===== src/rtl/ls_sequencer.sv =====
// -----------------------------------------------------------------------------
// ls_sequencer
// Multi-cycle controller that executes one RISC-V LD or SD at a time against a
// 32x64 register bank (registered read ports) and a data memory.
//
// Flow: IDLE -> READ -> ADDR -> MEM -> (WB for loads) -> IDLE
//
// Ports
//   clk, rst         clock / synchronous active-high reset
//   instr_valid      instr holds a valid instruction
//   instr            32-bit RISC-V instruction word
//   instr_ready      high only in IDLE; the instruction is taken on valid&ready
//   Ra, Rb, Rw       bank read address A (rs1), B (rs2 for SD), write address
//   WE_Reg           one-cycle bank write enable (suppressed when rd == x0)
//   doutA, doutB     bank read data, one cycle after Ra/Rb change
//   mem_addr         effective address doutA + imm (wraps modulo 2^DATA_W)
//   mem_wdata        store data
//   mem_re, mem_we   memory request, held until mem_ready or timeout
//   mem_ready        memory completed the request this cycle
//   done             one-cycle pulse when the instruction retires
//   err              one-cycle pulse on illegal encoding or memory timeout
// -----------------------------------------------------------------------------
module ls_sequencer #(
    parameter int DATA_W  = 64,
    parameter int TIMEOUT = 255
) (
    input  logic              clk,
    input  logic              rst,
    input  logic              instr_valid,
    input  logic [31:0]       instr,
    output logic              instr_ready,
    output logic [4:0]        Ra,
    output logic [4:0]        Rb,
    output logic [4:0]        Rw,
    output logic              WE_Reg,
    input  logic [DATA_W-1:0] doutA,
    input  logic [DATA_W-1:0] doutB,
    output logic [DATA_W-1:0] mem_addr,
    output logic [DATA_W-1:0] mem_wdata,
    output logic              mem_re,
    output logic              mem_we,
    input  logic              mem_ready,
    output logic              done,
    output logic              err
);

    typedef enum logic [2:0] {
        S_IDLE,
        S_READ,
        S_ADDR,
        S_MEM,
        S_WB
    } state_t;

    localparam logic [7:0] TIMEOUT_C = 8'(TIMEOUT);

    state_t              state_q, state_d;
    logic                is_sd_q, is_sd_d;
    logic [11:0]         imm_q, imm_d;
    logic [4:0]          rd_q, rd_d;
    logic [4:0]          ra_q, ra_d;
    logic [4:0]          rb_q, rb_d;
    logic [4:0]          rw_q, rw_d;
    logic                we_reg_q, we_reg_d;
    logic [DATA_W-1:0]   addr_q, addr_d;
    logic [DATA_W-1:0]   wdata_q, wdata_d;
    logic                re_q, re_d;
    logic                we_q, we_d;
    logic [7:0]          timer_q, timer_d;
    logic                done_q, done_d;
    logic                err_q, err_d;

    // Decode of the incoming word (only used while in IDLE)
    logic        dec_ld, dec_sd;
    logic [11:0] dec_imm;
    logic [7:0]  timer_inc;
    logic [DATA_W-1:0] imm_ext;

    assign dec_ld  = (instr[6:0] == 7'b0000011) && (instr[14:12] == 3'b011);
    assign dec_sd  = (instr[6:0] == 7'b0100011) && (instr[14:12] == 3'b011);
    // S-type splits the immediate around the rd field; I-type keeps it whole
    assign dec_imm = dec_sd ? {instr[31:25], instr[11:7]} : instr[31:20];

    assign imm_ext   = {{(DATA_W-12){imm_q[11]}}, imm_q};
    assign timer_inc = timer_q + 8'd1;

    always_comb begin
        state_d  = state_q;
        is_sd_d  = is_sd_q;
        imm_d    = imm_q;
        rd_d     = rd_q;
        ra_d     = ra_q;
        rb_d     = rb_q;
        rw_d     = rw_q;
        we_reg_d = 1'b0;
        addr_d   = addr_q;
        wdata_d  = wdata_q;
        re_d     = re_q;
        we_d     = we_q;
        timer_d  = timer_q;
        done_d   = 1'b0;
        err_d    = 1'b0;

        case (state_q)
            S_IDLE: begin
                if (instr_valid) begin
                    if (dec_ld || dec_sd) begin
                        is_sd_d = dec_sd;
                        imm_d   = dec_imm;
                        rd_d    = instr[11:7];
                        ra_d    = instr[19:15];
                        rb_d    = dec_sd ? instr[24:20] : 5'd0;
                        state_d = S_READ;
                    end else begin
                        err_d = 1'b1;
                    end
                end
            end

            // Bank outputs are registered: Ra/Rb changed on the accept edge,
            // so doutA/doutB become valid one cycle later.
            S_READ: state_d = S_ADDR;

            S_ADDR: begin
                addr_d  = doutA + imm_ext;
                timer_d = 8'd0;
                if (is_sd_q) begin
                    wdata_d = doutB;
                    we_d    = 1'b1;
                end else begin
                    re_d = 1'b1;
                end
                state_d = S_MEM;
            end

            S_MEM: begin
                if (mem_ready) begin
                    re_d = 1'b0;
                    we_d = 1'b0;
                    if (is_sd_q) begin
                        done_d  = 1'b1;
                        state_d = S_IDLE;
                    end else begin
                        // Load data goes straight from memory into the bank
                        rw_d     = rd_q;
                        we_reg_d = (rd_q != 5'd0);
                        state_d  = S_WB;
                    end
                end else if (timer_inc == TIMEOUT_C) begin
                    re_d    = 1'b0;
                    we_d    = 1'b0;
                    err_d   = 1'b1;
                    timer_d = 8'd0;
                    state_d = S_IDLE;
                end else begin
                    timer_d = timer_inc;
                end
            end

            S_WB: begin
                done_d  = 1'b1;
                state_d = S_IDLE;
            end

            default: state_d = S_IDLE;
        endcase
    end

    always_ff @(posedge clk) begin
        if (rst) begin
            state_q  <= S_IDLE;
            is_sd_q  <= 1'b0;
            imm_q    <= '0;
            rd_q     <= '0;
            ra_q     <= '0;
            rb_q     <= '0;
            rw_q     <= '0;
            we_reg_q <= 1'b0;
            addr_q   <= '0;
            wdata_q  <= '0;
            re_q     <= 1'b0;
            we_q     <= 1'b0;
            timer_q  <= '0;
            done_q   <= 1'b0;
            err_q    <= 1'b0;
        end else begin
            state_q  <= state_d;
            is_sd_q  <= is_sd_d;
            imm_q    <= imm_d;
            rd_q     <= rd_d;
            ra_q     <= ra_d;
            rb_q     <= rb_d;
            rw_q     <= rw_d;
            we_reg_q <= we_reg_d;
            addr_q   <= addr_d;
            wdata_q  <= wdata_d;
            re_q     <= re_d;
            we_q     <= we_d;
            timer_q  <= timer_d;
            done_q   <= done_d;
            err_q    <= err_d;
        end
    end

    assign instr_ready = (state_q == S_IDLE);
    assign Ra          = ra_q;
    assign Rb          = rb_q;
    assign Rw          = rw_q;
    assign WE_Reg      = we_reg_q;
    assign mem_addr    = addr_q;
    assign mem_wdata   = wdata_q;
    assign mem_re      = re_q;
    assign mem_we      = we_q;
    assign done        = done_q;
    assign err         = err_q;

endmodule


===== config.mk =====
export PLATFORM = sky130hd
export DESIGN_NAME = ls_sequencer
export DESIGN_NICKNAME = d
export VERILOG_FILES = /design/src/rtl/ls_sequencer.sv
export SDC_FILE = /design/constraint.sdc
export NUM_CORES = 1
export LEC_CHECK = 0
export ABC_AREA = 1
export CORE_UTILIZATION = 45
export DETAILED_ROUTE_END_ITERATION = 12
export GPL_ROUTABILITY_DRIVEN = 0
export PLACE_DENSITY = 0.83
export RECOVER_POWER = 100
export SLEW_MARGIN = 25
export SYNTH_ARGS = -nofsm -noshare
export SYNTH_HDL_FRONTEND = slang
export SYNTH_SLANG_ARGS = --single-unit

===== constraint.sdc =====
create_clock -name clk -period 3.3 [get_ports clk]
set_input_delay 0.495 -clock clk [delete_from_list [all_inputs] [get_ports clk]]
set_output_delay 0.495 -clock clk [all_outputs]
set_load 0.02 [all_outputs]

==> results of run 1 <==
[registers in the layout, indices dropped and copies added (netlist names)]
register   count
rd_q           5
mem_we         1
imm_q         12
WE_Reg         1
mem_re         1
mem_wdata     64
state_q        3
is_sd_q        1
Ra             5
Rw             5
mem_addr      64
done           1
Rb             5
err            1
timer_q        8
[cell type report]
cell class | instances | area, sq um
clock inverter | 15 | 199
fill | 2572 | 10600
inverter | 409 | 1540
sequential | 177 | 3540
multi-input combinational | 1527 | 7120
timing repair buffer | 323 | 3200
tap | 372 | 465
clock buffer | 17 | 425
[cell families (layout without fill, tap and decap cells)]
kind of cell | after synthesis | in the layout
adder cells (fa/ha/maj) | 66 | 66
XOR/XNOR | 35 | 35
flip-flops | 177 | 177
buffers and inverters | 460 | 764
AO/OA/AOI/OAI | 208 | 208
AND/OR/NAND/NOR | 1218 | 1218
[how the worst max path moves through the flow]
stage                     from            to
finish              state_q[2]  mem_addr[49]
global placement      doutA[0]  mem_addr[24]
CTS                   doutA[0]  mem_addr[24]
detailed placement    doutA[0]  mem_addr[24]
floorplan            imm_q[11]  mem_addr[63]
global route        state_q[2]  mem_addr[49]
[per-layer routing]
metal  track usage (%)  up-vias
met1              34.4     6162
met3              5.59      141
met5                 0        -
met4              15.9        0
li1                  -     7111
met2              49.6      647
[per-stage QoR]
stage / instances / util [%] / hold slack (ns) / setup WS, ns
6_report: 2840 / 60.8 / 0.463 / 0.506
4_1_cts: 2840 / 61.1 / 0.468 / 0.830
5_1_grt: 2840 / 60.8 / 0.483 / 0.356
3_5_place_dp: 2808 / 58.8 / 0.455 / 0.375
2_1_floorplan: 2164 / - / 0.458 / 0.513
3_3_place_gp: 2808 / 58.8 / 0.439 / 0.426
[where the power goes]
| part | internal, uW | total [uW] | switching [uW] |
|---|---|---|---|
| logic | 483 | 1130 | 648 |
| clock network | 1050 | 2140 | 1090 |
| registers | 2250 | 2310 | 68.7 |
[cell usage in the layout (no fill, tap or decap), drive strengths merged, types with 3 or more instances in the layout]
| cell type | netlist | routed |
|---|---|---|
| dlygate4sd3 | 0 | 150 |
| xnor2 | 9 | 9 |
| a31oi | 6 | 6 |
| dfxtp | 177 | 177 |
| nand3b | 3 | 3 |
| o21ai | 63 | 63 |
| nor3 | 20 | 20 |
| nand4 | 14 | 14 |
| o211ai | 3 | 3 |
| buf | 27 | 7 |
| clkdlybuf4s50 | 0 | 161 |
| nor2 | 288 | 288 |
| inv | 404 | 411 |
| ha | 65 | 65 |
| a21oi | 132 | 132 |
| xor2 | 26 | 26 |
| nand2 | 804 | 804 |
| clkbuf | 24 | 22 |
| and2 | 3 | 3 |
| clkinv | 5 | 13 |
| nand3 | 84 | 84 |
[worst max-delay path, cell delays in order, from the launching register on]
cell and delay [ns]:
sky130_fd_sc_hd__dfxtp_1 0.35, sky130_fd_sc_hd__nor2_1 0.19, sky130_fd_sc_hd__inv_2 0.09, sky130_fd_sc_hd__nor2_4 0.09
sky130_fd_sc_hd__clkbuf_2 0.84, sky130_fd_sc_hd__buf_4 0.65, sky130_fd_sc_hd__nand3_1 0.26, sky130_fd_sc_hd__nand2_1 0.12
sky130_fd_sc_hd__inv_1 0.04
==> results.rst, run 1 <==
.. list-table::
   :header-rows: 1

   * - Metric
     - Value
   * - Length of routed met2 wiring
     - 19,000 um
   * - Layout Cell Area excl Fill
     - 16,500 sq um
   * - Number of top-level pins
     - 313
   * - Total design power
     - 5590 uW
   * - Diode count
     - 0
   * - Maximum clock rate
     - 358 MHz
   * - Worst Hold Endpoint
     - mem_wdata[50]
   * - Post-DR wirelength/cell
     - 14.6 um
   * - Xor and xnor fraction of the mapped netlist area
     - 2.46%
   * - Main combinational cell family by area after synthesis
     - simple AND/OR/NAND/NOR gates
   * - Net count, final
     - 2,685
   * - Crit path required time
     - 3.64 ns
   * - Vias in the first global route
     - 13,267
   * - Simple-gate share of the synthesized area
     - 39.6%
   * - Vias
     - 14,061
   * - Failing checks
     - capacitance limit, slew limit
   * - Sequential element share of the synthesized area
     - 28.4%
   * - Placeable core region
     - 27,100 sq um
   * - Vertical die dimension
     - 169 um
   * - Transition at the pin with the smallest max-transition slack
     - 2.03 ns
   * - Number of vias per cell
     - 4.95
   * - Area post-placement
     - 15,900 sq um
   * - DPL Wire Length
     - 32,700 um
   * - Remaining max-slew budget at the tightest pin
     - -35.4%
   * - Clock buffer depth
     - 2
   * - Post-CTS resize count
     - 0
   * - Most used DFF post-synth
     - sky130_fd_sc_hd__dfxtp_1
   * - Area of the mapped netlist
     - 12,500 sq um
   * - Largest fanout of any net on the critical path
     - 53
   * - Worst-case reg-to-reg path depth
     - 8
   * - Max cap viols
     - 1
   * - Post-synthesis compound-gate area fraction
     - 8.54%
   * - Maximum resistive drop on vdd
     - 355 uV
   * - Number of max-slew violations in the final report
     - 45
   * - Std-Cell Rows
     - 60
   * - Number of I/O port buffers
     - 312
   * - Leakage dissipation
     - 0.00892 uW
   * - Net count after synthesis
     - 2,394
   * - Worst hold path type
     - flop to flop
   * - Final setup TNS
     - 0 ns
   * - Launch instance of the worst register-to-register path
     - state_q[2]
   * - Endpoints failing hold
     - 0
   * - Time the final worst path needs with I/O delays and setup
     - 2.79 ns
   * - Horizontal extent of the die
     - 169 um
   * - Sum of overflow across all layers after global routing
     - 0
   * - # hold bufs at CTS
     - 0
   * - CTS clock-pin slew for the worst setup and hold paths
     - 0.09 ns
   * - Post-synth top area share
     - 28.4%
   * - Yosys synthesis warning count
     - 0
   * - CTS tree
     - yes
   * - Global-route wire length before repair
     - 65,900 um
   * - Endpoint of the lowest-slack register-to-register path
     - mem_addr[49]
   * - Leading cell types by total area after synthesis
     - sky130_fd_sc_hd__dfxtp_1, sky130_fd_sc_hd__nand2_1, sky130_fd_sc_hd__inv_1
   * - Library cell with the highest instance count after synthesis
     - sky130_fd_sc_hd__nand2_1
   * - Period utilisation layout
     - 84.7%
   * - Post-synthesis mux area share
     - 0%
   * - Post-CTS setup-driven buffer insertion count
     - 0
   * - Setup slack of the worst register-to-register path
     - 0.51 ns
   * - Insertion delay of the later-clocked pin in the worst-skew pair
     - 0.45 ns
   * - Number of sinks on the clock net
     - 177
   * - Path type of the worst setup path
     - flop to flop
   * - Initial antenna violation count
     - 0
   * - Die area
     - 28,400 sq um
   * - Number of setup violations in the final report
     - 0
   * - Cell at the root of the clock tree
     - sky130_fd_sc_hd__clkbuf_16
   * - Critical path endpoint category
     - flop
   * - P per Cell Area
     - 339 nW/um^2
   * - Total routing resource utilization after global routing
     - 29.1%
   * - Number of CTS-inserted buffers
     - 17
   * - Ranking of synthesized cells by instance count
     - sky130_fd_sc_hd__nand2_1, sky130_fd_sc_hd__inv_1, sky130_fd_sc_hd__nor2_1, sky130_fd_sc_hd__dfxtp_1, sky130_fd_sc_hd__a21oi_1
   * - Total of flip-flops plus latches after synthesis
     - 177
   * - Synth Instances
     - 2,164
   * - Distinct cell type count of the synthesized netlist
     - 40
   * - Initial drt markers
     - 1,128
   * - Instance count along the most critical hold path
     - 2
   * - Top routing layer in use
     - met4
   * - Synth-to-Final Area Change
     - 32.1%
   * - Run status
     - finished with violations
   * - Maximum number of pins on one net before global-route repair
     - 66
   * - Clock Skews
     - 0.0194 ns
   * - Fraction of synthesis flops using an asynchronous set or reset pin
     - 0%
   * - Post-DRT Antenna Nets
     - 0
   * - Cell type with the largest total area after synthesis
     - sky130_fd_sc_hd__dfxtp_1
   * - Starting utilization of the core area
     - 46.1%
   * - Number of H-tree branching levels
     - 4
   * - Fraction of layout cells with a size suffix above 1
     - 3.69%
   * - Hold Startpoint
     - mem_wdata[50]
   * - Drt pass-1 iters
     - 6
   * - Type of origin of the critical path
     - flop
   * - Average cell area after synthesis
     - 5.77 sq um
   * - Number of flops mapped to enable cells by yosys
     - 0
   * - Amount of wire on met3 after detailed routing
     - 3390 um
   * - DR DRC count
     - 0
   * - Data arrival time of the critical path
     - 3.14 ns
   * - Setup repair after global routing missed its margin
     - false
   * - Wire length on met1
     - 16,600 um
   * - Adder-Cell Fraction of Synth Area
     - 6.68%
   * - Overall routed net length
     - 41,400 um
Note: power is estimated with default switching activity, not from simulation.
==> inputs of run 2 (changes only) <==
Clock period 3.3 ns to 2.7 ns, I/O delays scaled along.
==> run 2 against run 1 <==
  * Worst hold slack hardly changed
  * Non-clock buffer count grew 46
  * The run now ends clean
  * Largest cell class unchanged
  * Utilization increased by 1.3 points
  * Largest power group unchanged
  * Via count up 2.4%
  * Wire length up 3.3%
  * Combinational power is 25% higher
==> results.rst, run 2 (same netlist as run 1, synthesis figures left out) <==
.. list-table::
   :header-rows: 1

   * - Metric
     - Value
   * - Overall routed net length
     - 42,700 um (+3.3%)
   * - CTS tree
     - yes
   * - Most frequent standard cell in the layout excluding fill and tap cells
     - sky130_fd_sc_hd__nand2_1
   * - Proportion of power drawn by the clock network
     - 39.0% (+0.6 points)
   * - Post-CTS setup-driven buffer insertion count
     - 0 (unchanged)
   * - Placeable core region
     - 27,100 sq um (unchanged)
   * - Commonest cells after routing, fill and taps aside
     - sky130_fd_sc_hd__nand2_1, sky130_fd_sc_hd__inv_1, sky130_fd_sc_hd__nor2_1, sky130_fd_sc_hd__dfxtp_1, sky130_fd_sc_hd__clkdlybuf4s50_1
   * - Horizontal extent of the die
     - 169 um (unchanged)
   * - Core Util, Final
     - 62.1% (+1.3 points)
   * - Fillcell total
     - 2,490 (-3.2%)
   * - Number of top-level pins
     - 313 (unchanged)
   * - Path type of the worst setup path
     - primary input to flop
   * - Max cap viols
     - 0 (-1)
   * - Largest fanout of any net on the critical path
     - 3 (-94%)
   * - Number of sinks on the clock net
     - 177 (unchanged)
   * - Number of CTS-inserted buffers
     - 17 (unchanged)
   * - Endpoints failing hold
     - 0 (unchanged)
   * - Final setup TNS
     - 0 ns (unchanged)
   * - Launch instance of the worst register-to-register path
     - imm_q[11]
   * - Maximum resistive drop on vdd
     - 417 uV (+17%)
   * - Number of H-tree branching levels
     - 4 (unchanged)
   * - Setup slack of the worst register-to-register path
     - 0.18 ns (-0.33 ns)
   * - P per Cell Area
     - 414 nW/um^2 (+22%)
   * - Vias in the first global route
     - 13,704 (+3.3%)
   * - DR DRC count
     - 0 (unchanged)
   * - Switching Fraction
     - 33.1% (+0.67 points)
   * - Post-DR wirelength/cell
     - 14.8 um (+1.6%)
   * - Maximum number of pins on one net before global-route repair
     - 145 (+120%)
   * - Sum of overflow across all layers after global routing
     - 0 (unchanged)
   * - Transition at the pin with the smallest max-transition slack
     - 0.851 ns (-1.18 ns)
   * - Global-route wire length before repair
     - 66,800 um (+1.3%)
   * - Initial antenna violation count
     - 0 (unchanged)
   * - Placed instance count
     - 2,854 (+1.6%)
   * - Fraction of layout cells with a size suffix above 1
     - 5.05% (+1.4 points)
   * - Die area
     - 28,400 sq um (unchanged)
   * - Crit path required time
     - 3.03 ns (-0.61 ns)
   * - Worst hold path type
     - flop to flop
   * - Total design power
     - 6960 uW (+25%)
   * - Net count, final
     - 2,731 (+1.7%)
   * - CTS clock-pin slew for the worst setup and hold paths
     - 0.08 ns (about the same)
   * - Remaining max-slew budget at the tightest pin
     - 42.9% (+78 points)
   * - Worst-case reg-to-reg path depth
     - 13 (+5)
   * - Insertion delay of the later-clocked pin in the worst-skew pair
     - 0.45 ns (about the same)
   * - Internal Power
     - 4660 uW (+23%)
   * - Period utilisation layout
     - 96.3%
   * - Number of I/O port buffers
     - 312 (unchanged)
   * - Number of setup violations in the final report
     - 0 (unchanged)
   * - Leakage dissipation
     - 0.00917 uW (+2.7%)
   * - # hold bufs at CTS
     - 0 (unchanged)
   * - Maximum clock rate
     - 384 MHz
   * - Clock buffer depth
     - 2 (unchanged)
   * - Type of origin of the critical path
     - primary input
   * - Hold Startpoint
     - mem_wdata[25]
   * - Initial drt markers
     - 1,245 (+10%)
   * - Post-CTS resize count
     - 0 (unchanged)
   * - Number of vias per cell
     - 4.99 (+0.81%)
   * - Endpoint of the lowest-slack register-to-register path
     - mem_addr[63]
   * - Std-Cell Rows
     - 60 (unchanged)
   * - Starting utilization of the core area
     - 46.1% (unchanged)
   * - DPL Wire Length
     - 32,900 um (+0.71%)
   * - Clock Skews
     - 0.0266 ns (+0.00722 ns)
   * - Data arrival time of the critical path
     - 2.93 ns (-0.21 ns)
   * - Drt pass-1 iters
     - 7 (+1)
   * - Critical path endpoint category
     - flop
   * - Switching power
     - 2300 uW (+27%)
   * - Vias
     - 14,404 (+2.4%)
   * - Vertical die dimension
     - 169 um (unchanged)
   * - Post-layout instance count excluding filler cells
     - 2,886 (+1.6%)
   * - Seq pwr share
     - 40.8% (-0.6 points)
   * - Post-DRT Antenna Nets
     - 0 (unchanged)
   * - Gate power share
     - 20.3% (about the same)
   * - Origin of the worst setup path
     - doutA[0]
   * - Total routing resource utilization after global routing
     - 29.5% (+0.43 points)
   * - Synth-to-Final Area Change
     - 34.9%
   * - Time the final worst path needs with I/O delays and setup
     - 2.60 ns
   * - Number of max-slew violations in the final report
     - 0 (-100%)
   * - Critical Path Sink
     - mem_addr[46]
   * - Setup repair after global routing missed its margin
     - false
   * - Diode count
     - 0 (unchanged)
   * - Cell at the root of the clock tree
     - sky130_fd_sc_hd__clkbuf_16
   * - Run status
     - finished clean
[run 2: changes by cell type in the layout (fill, tap and decap cells not counted), moves of 2 or more]
cell	previous run	this run
sky130_fd_sc_hd__buf_4	6	44
sky130_fd_sc_hd__clkbuf_4	0	7
sky130_fd_sc_hd__nand2_1	792	799
sky130_fd_sc_hd__nand2_2	12	5
sky130_fd_sc_hd__clkinv_4	2	0
sky130_fd_sc_hd__clkinv_8	5	7
sky130_fd_sc_hd__inv_8	3	1
[run 2: worst max-delay path: stages]
cell	delay, ns
sky130_fd_sc_hd__dlygate4sd3_1	0.57
sky130_fd_sc_hd__ha_1	0.26
sky130_fd_sc_hd__fa_1	0.42
sky130_fd_sc_hd__clkbuf_1	0.16
sky130_fd_sc_hd__nand2_1	0.10
sky130_fd_sc_hd__nand3_2	0.11
sky130_fd_sc_hd__nand2_1	0.10
sky130_fd_sc_hd__nand2_2	0.08
sky130_fd_sc_hd__nand2_1	0.08
sky130_fd_sc_hd__nand2_1	0.18
sky130_fd_sc_hd__nand2_1	0.14
sky130_fd_sc_hd__nand2_1	0.07
sky130_fd_sc_hd__nand2_1	0.06
sky130_fd_sc_hd__nand3_1	0.06
sky130_fd_sc_hd__nand2_1	0.10
sky130_fd_sc_hd__inv_1	0.04
[run 2: power by group through the flow]
stage,sequential (uW),clock (uW),combinational (uW)
finish,2840,2710,1410
global route,2850,2850,1530
CTS,2840,2740,1460
detailed placement,2900,0,1450
global placement,2900,0,1430
floorplan,3030,0,558
[run 2: layout make-up]
class / count / area (sq um) / area share, %
inverter: 409 / 1540 / 9.12
tap: 372 / 465 / 2.76
clock inverter: 15 / 216 / 1.29
timing repair buffer: 369 / 3560 / 21.1
clock buffer: 17 / 425 / 2.53
multi-input combinational: 1527 / 7090 / 42.1
sequential: 177 / 3540 / 21.1
[run 2: how the worst min path moves through the flow]
| stage | depth (start not counted) | slack [ns] | end |
|---|---|---|---|
| 3_3_place_gp | 2 | 0.44 | mem_re |
| 6_report | 2 | 0.46 | mem_wdata[25] |
| 4_1_cts | 2 | 0.47 | mem_wdata[23] |
| 5_1_grt | 2 | 0.48 | mem_wdata[16] |
| 2_1_floorplan | 2 | 0.46 | timer_q[7] |
| 3_5_place_dp | 2 | 0.44 | mem_re |
[run 2: per-stage QoR]
stage	hold slack [ns]	setup slack (ns)	cell area [sq um]
floorplan	0.458	0.418	12500
global placement	0.438	0.0668	16300
detailed placement	0.442	0.000885	16300
CTS	0.468	0.302	16900
global route	0.479	0.0104	16800
finish	0.463	0.0990	16800
[run 2: layer usage]
| metal | track usage, % | share of wire (%) |
|---|---|---|
| met1 | 33.5 | 39 |
| met3 | 6.24 | 8.4 |
| met4 | 16.9 | 5.4 |
| met2 | 51.4 | 47 |
| met5 | 0 | 0 |
